`src/rtl/adbg_or1k_burst_ctrl.sv`:
```
`default_nettype none
//------------------------------------------------------------------------------
//  Module   : adbg_or1k_burst_ctrl
//  Purpose  : OR1K debug command sequencer (CPU clock domain). Executes
//             32-bit burst reads/writes on the CPU debug bus, streams data to
//             and from the JTAG side, and owns the stall/reset status register.
//  Revision : 1.0  initial release
//------------------------------------------------------------------------------
module adbg_or1k_burst_ctrl #(
   parameter int ADDR_WIDTH = 32,
   parameter int DATA_WIDTH = 32,
   parameter int CNT_WIDTH  = 16,
   parameter int CORE_WIDTH = 4
) (
   input  logic                  cpu_clk_i,
   input  logic                  cpu_rst_i,
   // command channel
   input  logic                  cmd_valid_i,
   output logic                  cmd_ready_o,
   input  logic [3:0]            cmd_op_i,
   input  logic [CORE_WIDTH-1:0] cmd_core_i,
   input  logic [ADDR_WIDTH-1:0] cmd_adr_i,
   input  logic [CNT_WIDTH-1:0]  cmd_cnt_i,
   input  logic [1:0]            cmd_status_i,
   // write-data stream from JTAG side
   input  logic                  wdat_valid_i,
   output logic                  wdat_ready_o,
   input  logic [DATA_WIDTH-1:0] wdat_i,
   // read-data stream to JTAG side
   output logic                  rdat_valid_o,
   input  logic                  rdat_ready_i,
   output logic [DATA_WIDTH-1:0] rdat_o,
   // CPU debug bus
   output logic                  cpu_stb_o,
   output logic                  cpu_we_o,
   output logic [ADDR_WIDTH-1:0] cpu_adr_o,
   output logic [DATA_WIDTH-1:0] cpu_dat_o,
   output logic [CORE_WIDTH-1:0] cpu_core_o,
   input  logic [DATA_WIDTH-1:0] cpu_dat_i,
   input  logic                  cpu_ack_i,
   input  logic                  cpu_bp_i,
   // CPU control and status
   output logic                  cpu_stall_o,
   output logic                  cpu_rst_o,
   output logic                  busy_o,
   output logic                  err_o
);

   // Sequencer states
   localparam logic [2:0] ST_IDLE    = 3'd0;
   localparam logic [2:0] ST_WR_WAIT = 3'd1;
   localparam logic [2:0] ST_WR_ACC  = 3'd2;
   localparam logic [2:0] ST_RD_ACC  = 3'd3;
   localparam logic [2:0] ST_RD_PUSH = 3'd4;

   // Command opcodes
   localparam logic [3:0] OP_NOP      = 4'h0;
   localparam logic [3:0] OP_BWRITE32 = 4'h3;
   localparam logic [3:0] OP_BREAD32  = 4'h7;
   localparam logic [3:0] OP_IREG_WR  = 4'h9;
   localparam logic [3:0] OP_IREG_SEL = 4'hD;

   localparam logic [ADDR_WIDTH-1:0] ADR_STEP = ADDR_WIDTH'(4);
   localparam logic [CNT_WIDTH-1:0]  CNT_ONE  = CNT_WIDTH'(1);
   localparam logic [CNT_WIDTH-1:0]  CNT_ZERO = '0;

   logic [2:0]            state_q, state_d;
   logic [ADDR_WIDTH-1:0] adr_q,   adr_d;
   logic [CNT_WIDTH-1:0]  cnt_q,   cnt_d;
   logic [CORE_WIDTH-1:0] core_q,  core_d;
   logic [DATA_WIDTH-1:0] wdat_q,  wdat_d;
   logic [DATA_WIDTH-1:0] rdat_q,  rdat_d;
   logic                  err_q,   err_d;
   logic                  idx_q,   idx_d;
   logic                  stall_q, stall_d;
   logic                  crst_q,  crst_d;
   logic                  status_wr;

   // Handshake and bus strobes are pure functions of the current state, so
   // they hold steady until the matching ready/ack moves the state on.
   assign cmd_ready_o  = (state_q == ST_IDLE);
   assign busy_o       = (state_q != ST_IDLE);
   assign wdat_ready_o = (state_q == ST_WR_WAIT);
   assign rdat_valid_o = (state_q == ST_RD_PUSH);
   assign cpu_stb_o    = (state_q == ST_WR_ACC) || (state_q == ST_RD_ACC);
   assign cpu_we_o     = (state_q == ST_WR_ACC);
   assign cpu_adr_o    = adr_q;
   assign cpu_core_o   = core_q;
   assign cpu_dat_o    = wdat_q;
   assign rdat_o       = rdat_q;
   assign err_o        = err_q;
   assign cpu_stall_o  = stall_q;
   assign cpu_rst_o    = crst_q;

   // Next-state logic for the sequencer and its datapath registers
   always_comb begin
      state_d   = state_q;
      adr_d     = adr_q;
      cnt_d     = cnt_q;
      core_d    = core_q;
      wdat_d    = wdat_q;
      rdat_d    = rdat_q;
      err_d     = err_q;
      idx_d     = idx_q;
      status_wr = 1'b0;

      case (state_q)
         ST_IDLE: begin
            if (cmd_valid_i) begin
               adr_d  = cmd_adr_i;
               cnt_d  = cmd_cnt_i;
               core_d = cmd_core_i;
               err_d  = 1'b0;
               case (cmd_op_i)
                  OP_NOP: begin
                  end
                  OP_BWRITE32: begin
                     // A zero-length burst is flagged rather than run
                     if (cmd_cnt_i == CNT_ZERO) begin
                        err_d = 1'b1;
                     end else begin
                        state_d = ST_WR_WAIT;
                     end
                  end
                  OP_BREAD32: begin
                     if (cmd_cnt_i == CNT_ZERO) begin
                        err_d = 1'b1;
                     end else begin
                        state_d = ST_RD_ACC;
                     end
                  end
                  OP_IREG_SEL: begin
                     // Only register 0 (STATUS) exists
                     idx_d = cmd_adr_i[0];
                     err_d = idx_d;
                  end
                  OP_IREG_WR: begin
                     idx_d = cmd_adr_i[0];
                     if (idx_d) begin
                        err_d = 1'b1;
                     end else begin
                        status_wr = 1'b1;
                     end
                  end
                  default: begin
                     err_d = 1'b1;
                  end
               endcase
            end
         end

         ST_WR_WAIT: begin
            if (wdat_valid_i) begin
               wdat_d  = wdat_i;
               state_d = ST_WR_ACC;
            end
         end

         ST_WR_ACC: begin
            if (cpu_ack_i) begin
               adr_d   = adr_q + ADR_STEP;
               cnt_d   = cnt_q - CNT_ONE;
               state_d = (cnt_q == CNT_ONE) ? ST_IDLE : ST_WR_WAIT;
            end
         end

         ST_RD_ACC: begin
            if (cpu_ack_i) begin
               rdat_d  = cpu_dat_i;
               state_d = ST_RD_PUSH;
            end
         end

         ST_RD_PUSH: begin
            if (rdat_ready_i) begin
               adr_d   = adr_q + ADR_STEP;
               cnt_d   = cnt_q - CNT_ONE;
               state_d = (cnt_q == CNT_ONE) ? ST_IDLE : ST_RD_ACC;
            end
         end

         default: begin
            state_d = ST_IDLE;
         end
      endcase
   end

   // Status register: a breakpoint always forces stall, even over a write
   always_comb begin
      stall_d = stall_q;
      crst_d  = crst_q;
      if (status_wr) begin
         stall_d = cmd_status_i[0];
         crst_d  = cmd_status_i[1];
      end
      if (cpu_bp_i) begin
         stall_d = 1'b1;
      end
   end

   // State and datapath registers with synchronous reset
   always_ff @(posedge cpu_clk_i) begin
      if (cpu_rst_i) begin
         state_q <= ST_IDLE;
         adr_q   <= '0;
         cnt_q   <= '0;
         core_q  <= '0;
         wdat_q  <= '0;
         rdat_q  <= '0;
         err_q   <= 1'b0;
         idx_q   <= 1'b0;
         stall_q <= 1'b0;
         crst_q  <= 1'b0;
      end else begin
         state_q <= state_d;
         adr_q   <= adr_d;
         cnt_q   <= cnt_d;
         core_q  <= core_d;
         wdat_q  <= wdat_d;
         rdat_q  <= rdat_d;
         err_q   <= err_d;
         idx_q   <= idx_d;
         stall_q <= stall_d;
         crst_q  <= crst_d;
      end
   end

endmodule
`default_nettype wire

```
`config.mk`:
```
export PLATFORM = sky130hd
export DESIGN_NAME = adbg_or1k_burst_ctrl
export DESIGN_NICKNAME = d
export VERILOG_FILES = /design/src/rtl/adbg_or1k_burst_ctrl.sv
export SDC_FILE = /design/constraint.sdc
export NUM_CORES = 1
export LEC_CHECK = 0
export ABC_AREA = 0
export ABC_CLOCK_PERIOD_IN_PS = 2300
export CAP_MARGIN = 20
export CORE_AREA = 2 2 119 121
export DETAILED_ROUTE_END_ITERATION = 7
export DIE_AREA = 0 0 121 123
export PLACE_DENSITY = 0.79
export SYNTH_ARGS = -nofsm -noshare
export SYNTH_HDL_FRONTEND = slang
export SYNTH_SLANG_ARGS = --single-unit
```
`constraint.sdc`:
```
create_clock -name cpu_clk_i -period 2.3 [get_ports cpu_clk_i]
set_clock_uncertainty 0.15 [all_clocks]
set_input_delay 0.46 -clock cpu_clk_i [delete_from_list [all_inputs] [get_ports cpu_clk_i]]
set_output_delay 0.46 -clock cpu_clk_i [all_outputs]
set_load 0.005 [all_outputs]
```
==> results.md <==
- Flops & latches, synth: around 120
- Setup WS pre-CTS: -0.0966 ns
- Cell area after synthesis: about 5800 sq um
- Via count: roughly 6600
- First-pass GRT wire length: around 30 mm
- Row cnt: 43
- Cts-stage hold buffer count: 0
- CTS Root Cell: clkbuf_16
- H-tree depth: 4
- Area growth from synthesis to layout: 61.0%
- Initial antenna violation count: 0
- Final core utilization: between 60 and 70%
- Largest net degree at the start of global routing: 62
- Io pins: approximately 240
- Synth top area share: a little over two fifths
- Final Cycle Share: 97.5%
- Unique masters post-synth: approximately 60
- Critical Path RT: between 2 and 3 ns
- Total congestion overflow: 0
- DRT antenna net count: 0
- Worst hold margin: about 0.21 ns
- Main area contributors after synthesis: dfxtp_1 (42%), nand2_1 (12%), a21oi_1 (9.8%)
- Final worst setup slack: approximately 0.059 ns
- Clock Pin Slew Worst Setup and Hold Paths: roughly 0.060 ns
- Ratio of cells with drive above 1 in the final layout: between 10% and 20%
- Switching Share: between 20% and 30%
- Gp weighted congestion: approximately 0.91
- Die Wd: 121 microns
- Tot GR Track Use: between 20% and 30%
- Max frequency: 446 MHz
- Endpoint class of the critical path: register
- Type of origin of the critical path: register
- WL/cell: ~16 microns
- Final nets: 1162
- Drt pass-1 iters: 5
- HPWL Detailed: between 10 and 15 mm
- P_int: between 0.004 and 0.005 W
- Synth Area in Compound Gates: a little under a quarter
- CTS max path bufs: 2
- Clock sink count: ~120
- Worst Max-Slew Pin Slew: 0.553 ns
- Total wire length: 19.5 mm
- Syn Area/Cell: 7.49 sq um
- Total inserted antenna cells: 0
- Fin. max-slew vios: 0
- P_leak: 3.36 nW
- Post-synthesis simple-gate area fraction: around 28%
- Rel. slew slack: 63.0%
- Initial Utilization: 42.8%
- Hold Path Class: in -> reg
- Final setup fails: 0
- Sequential area share after synthesis: around two fifths
- Max-cap violations: 0
- Post-Syn Nets: between 900 and 1000
- Vias per cell: 5.41
- Highest-count cells in the layout ignoring fill and taps: clkdlybuf4s50_1 (230), nand2_1 (186), dfxtp_1 (119), a21oi_1 (114), buf_4 (46)
- Adder-Cell Fraction of Synth Area: less than 1%
- Outcome: finished, final reports clean
- Fin crit period: between 2 and 2.5 ns
- Fin area: 9380 sq um
- DIE HEIGHT: approximately 120 microns
- Warnings from Yosys: 0
- Critical path fanouts, max: 6
- Setup TNS: 0 ns
- Number of global-route vias before repair: roughly 6100
- Largest area contributor in the netlist: dfxtp_1
- Seq pwr share: 37.2%
- Largest family of logic cells by synthesized area: simple AND/OR/NAND/NOR gates
- Number of synthesized flops with an enable pin: 0
- Number of DRC markers in iteration 0: about 630
- Fin. Hold Viols: 0
- Die ar.: around 15000 sq um
- Mapped Cells: between 700 and 800
- Cell Pwr Density: between 600 and 700 nW/um^2
- Ys flop type: dfxtp_1
- Peak VDD IR: around 0.57 mV
- IO buf count: 237
- Async SR Flop Fraction: 0%
- XOR/XNOR Fraction of Synth Area: less than 1%
- DRC: 0
- Setup bufs post-CTS: 0
- Cts bufs inserted: 17
- Clk_lat worst skew: just over 0.4 ns
- Clock share of power: between 40 and 50%
- RSZ-0062 raised after global routing: false
- Core Area: ~14000 sq um
- Most common cell after layout, fill and taps aside: clkdlybuf4s50_1
- Critical path arrival: 2.45 ns
- Comb power frac: 18.4%
- CP Class: reg -> reg
- Placed inst area: 8720 sq um
- CTS tree: yes
- Proportion of synthesized area in mux cells: ~1.9%
- Net Sw Power: around 0.0016 W
cell usage after synthesis, drive strengths merged, types with 3 or more instances:
library cell    n
ha              3
nor2           37
dfxtp         122
o311ai          4
and2            6
o21ai          30
mux2i           9
or3             4
a21o            6
o211ai          3
a22o            5
nand2         186
a2bb2oi         3
o22ai           8
and4            5
a31oi           9
nand3          26
clkbuf         49
a311o           3
or4             5
and3            7
o32ai           4
nand4           9
o31ai           5
nor3           28
nor4b           4
buf            10
a211oi          7
a21oi         114
inv            15
a22oi           8
nand2b          7
nor4           16
flip-flops by register name, indices dropped and copies added (netlist names):
name,cells
cpu_core_o,4
cpu_stall_o,1
cpu_rst_o,1
cnt_q,16
state_q,3
err_o,1
cpu_dat_o,32
rdat_o,32
cpu_adr_o,32
logic make-up after synthesis:
| logic type | Yosys count |
|---|---|
| buffers and inverters | 74 |
| AO/OA/AOI/OAI | 219 |
| AND/OR/NAND/NOR | 348 |
| flip-flops | 122 |
| adder cells (fa/ha/maj) | 3 |
| multiplexers | 11 |
| XOR/XNOR | 1 |
stage by stage:
step	cells	power, W
after floorplan	778	0.00286
after global placement	1191	0.00352
after detailed placement	1191	0.00354
after CTS	1222	0.00636
after global routing	1222	0.00657
final	1222	0.00632
power by group through the flow:
stage | clock (W) | sequential [W] | combinational, W
final | 0.00281 | 0.00235 | 0.00116
after global placement | 0 | 0.00239 | 0.00114
after global routing | 0.00294 | 0.00237 | 0.00126
after floorplan | 0 | 0.00238 | 0.000481
after CTS | 0.00285 | 0.00235 | 0.00116
after detailed placement | 0 | 0.00239 | 0.00115
worst max-delay path: stages, from the launching register on:
cell and delay, ns:
dfxtp_1 0.44, ha_1 0.21, nand4_1 0.16, or3_4 0.44, buf_4 0.17, o41ai_1 0.42, a32o_1 0.19
cell type report:
class	count	area, sq um
well taps	180	225
fillers	1116	4240
clock inverters	7	139
inverters	15	56.3
multi-input cells	582	3130
repair buffers	292	2900
clock buffers	24	482
flip-flops and latches	122	2450
per-layer routing:
layer	wire, microns	track usage (%)	up-vias
li1	-	-	3265
met1	7850	30.7	3026
met2	9350	41.5	290
met3	1840	8.90	36
met4	412	10.2	0
met5	0	0	-
final timing paths:
| kind | startpoint | to | slack [ns] | cells after the start |
|---|---|---|---|---|
| min | cpu_rst_i | rdat_o[11] | 0.21 | 2 |
| max | cpu_adr_o[2] | cpu_adr_o[22] | 0.06 | 6 |
| max reg2reg | cpu_adr_o[2] | cpu_adr_o[22] | 0.06 | 6 |
| min reg2reg | err_o | err_o | 0.30 | 2 |
timing repair:
action	in CTS	in global routing
endpoints found under the setup margin	6	5
gates resized for setup	12	3
pin swaps	0	0
Power figures use the tool's default switching activity.
==> patch, RTL diff (same settings) <==
`CNT_WIDTH`: 16 -> 20.
--- a/src/rtl/adbg_or1k_burst_ctrl.sv
+++ b/src/rtl/adbg_or1k_burst_ctrl.sv
@@ -10,5 +10,5 @@
    parameter int ADDR_WIDTH = 32,
    parameter int DATA_WIDTH = 32,
-   parameter int CNT_WIDTH  = 16,
+   parameter int CNT_WIDTH  = 20,
    parameter int CORE_WIDTH = 4
 ) (
Interface: changed (resized cmd_cnt_i); port bits go from 238 to 242. The function was not compared with the original's and may differ.
==> patch against the unedited design <==
Core utilization rose by 1.8 points; wire length increased by 9.2%; total power grew 0.61%; worst setup slack better by 0.011 ns; area after synthesis rose by 3.5%; cell count increased by 3.4%; cell area increased by 2.6%; clock power about the same; sequential cell count rose by 4; largest power group unchanged.
==> patch: results (changes against the unedited design) <==
Cells and area
  – Number of fillers in the final layout: 1082 (-3.0%)
  – Ant. Diodes: 0 (unchanged)
  – Layout Nets: 1206 (+3.8%)
  – Share of post-route cells with drive strength above 1: 10.90% (+0.72 points)

Synth
  – Yosys cell types: 56 (-5.1%)
  – Proportion of synthesized area in mux cells: 0.6642% (-1.3 points)
  – Mapped Nets: 946 (+4.0%)
  – Most common library cells after synthesis: nand2_1 (186), a21oi_1 (126), dfxtp_1 (126), clkbuf_1 (50), o21ai_0 (44)
  – Main area contributors after synthesis: dfxtp_1 (42%), nand2_1 (12%), a21oi_1 (10%), o21ai_0 (3.7%), clkbuf_1 (3.1%)
  – XOR/XNOR Fraction of Synth Area: 0.1453% (-0.13 points)
  – Compound-Gate Fraction of Synth Area: 25.30% (+2.8 points)
  – Post-Synth Adder-Cell Area: 0.6227% (-0.022 points)
  – Top_reg_cell synth: dfxtp_1
  – Post-synthesis sequential area ratio: 41.84% (-0.090 points)

Placed design
  – Placement Cell Area: 8977 um2 (+2.9%)
  – I/O Buffers: 241 (+1.7%)
  – Global placer's final weighted congestion: 0.9523 (+4.9%)
  – DP Wirelength: 14.80 mm (+7.0%)

Outcome
  – Run status: finished clean

Routing
  – Via Count: 7045 (+6.5%)
  – Final wirelength: 21.25 mm (+9.2%)
  – DR iter-0 viols: 535 (-15%)

Timing
  – Slew @ Worst Pin: 0.5243 ns (-0.02820 ns)

GRT
  – Largest net degree at the start of global routing: 72 (+16%)
  – Gr usage total: 28.12% (+2.7 points)
  – Number of global-route vias before repair: 6575 (+7.4%)
  – Initial antenna violation count: 0 (unchanged)
  – First-pass GRT wire length: 33.25 mm (+10%)

Worst setup path
  – Crit path largest cell delay: 0.60 ns (+0.16 ns)
  – Worst r2r src: cnt_q[11]$_SDFFE_PP0P_
  – Critical Path Fanout Max: 7 (+1)
  – Crit path from: state_q[2]$_SDFFE_PP0P_
  – CP max stage cell: clkdlybuf4s50_1
  – Worst endpoint data arrival time: 1.62 ns (-0.83 ns)

Power and ir drop
  – Peak supply drop: 0.6050 mV (+6.9%)
  – Leakage: 3.463 nW (+3.0%)

Clocking
  – H-Tree Depth: 4 (unchanged)

Worst hold path
  – Hold Path Origin: cpu_rst_i
-- patch: critical path: cells and delay by family (launching register included) --
family | cells | cell delay (ns)
buf+inv | 1 | 0.60
simple gates | 1 | 0.21
flops | 1 | 0.38
-- patch: final cells by class --
cell class                      count  area (um2)  share of cell area, %
Clock buffer                       18       429.2                  4.463
Clock inverter                     14       181.4                  1.887
Sequential cell                   126        2531                  26.32
Tap cell                          180       225.2                  2.342
Multi-Input combinational cell    606        3226                  33.54
Timing Repair Buffer              303        2964                  30.82
Inverter                           16       60.06                 0.6245
-- patch: worst paths after layout --
| path | to | slack, ns | depth (start not counted) |
|---|---|---|---|
| max | rdat_valid_o | 0.07 | 2 |
| max reg2reg | cnt_q[18]$_SDFFE_PP0P_ | 0.09 | 6 |
| min reg2reg | cpu_dat_o[27]$_SDFFE_PP0P_ | 0.30 | 2 |
| min | cpu_rst_o$_SDFFE_PP0P_ | 0.27 | 2 |
-- patch: per-layer routing --
metal	GRT usage, %	up-vias	share of wire (%)
li1	-	3422	-
met1	35.97	3236	41
met2	44.73	335	48
met3	8.210	52	8.7
met4	11.12	0	2.8
met5	0	-	0
-- patch: through the flow --
step	setup WS, ns	instances	total power [mW]
final	0.07000	1263	6.361
after global routing	0.01483	1263	6.621
after CTS	0.05118	1263	6.383
after detailed placement	-0.2148	1230	3.586
after global placement	-0.1690	1230	3.573
after floorplan	0.01652	810	2.908
-- patch: report_power, final --
part	switching, mW	leakage [nW]	internal (mW)
logic	0.507	2.14	0.635
clock network	1.07	0.297	1.73
registers	0.123	1.03	2.30
-- patch: what timing repair did --
item,in CTS,in global routing
setup buffers,1,0
setup endpoints to repair,8,4
resized for setup,8,3
pin swaps,1,1
hold buffers,0,0
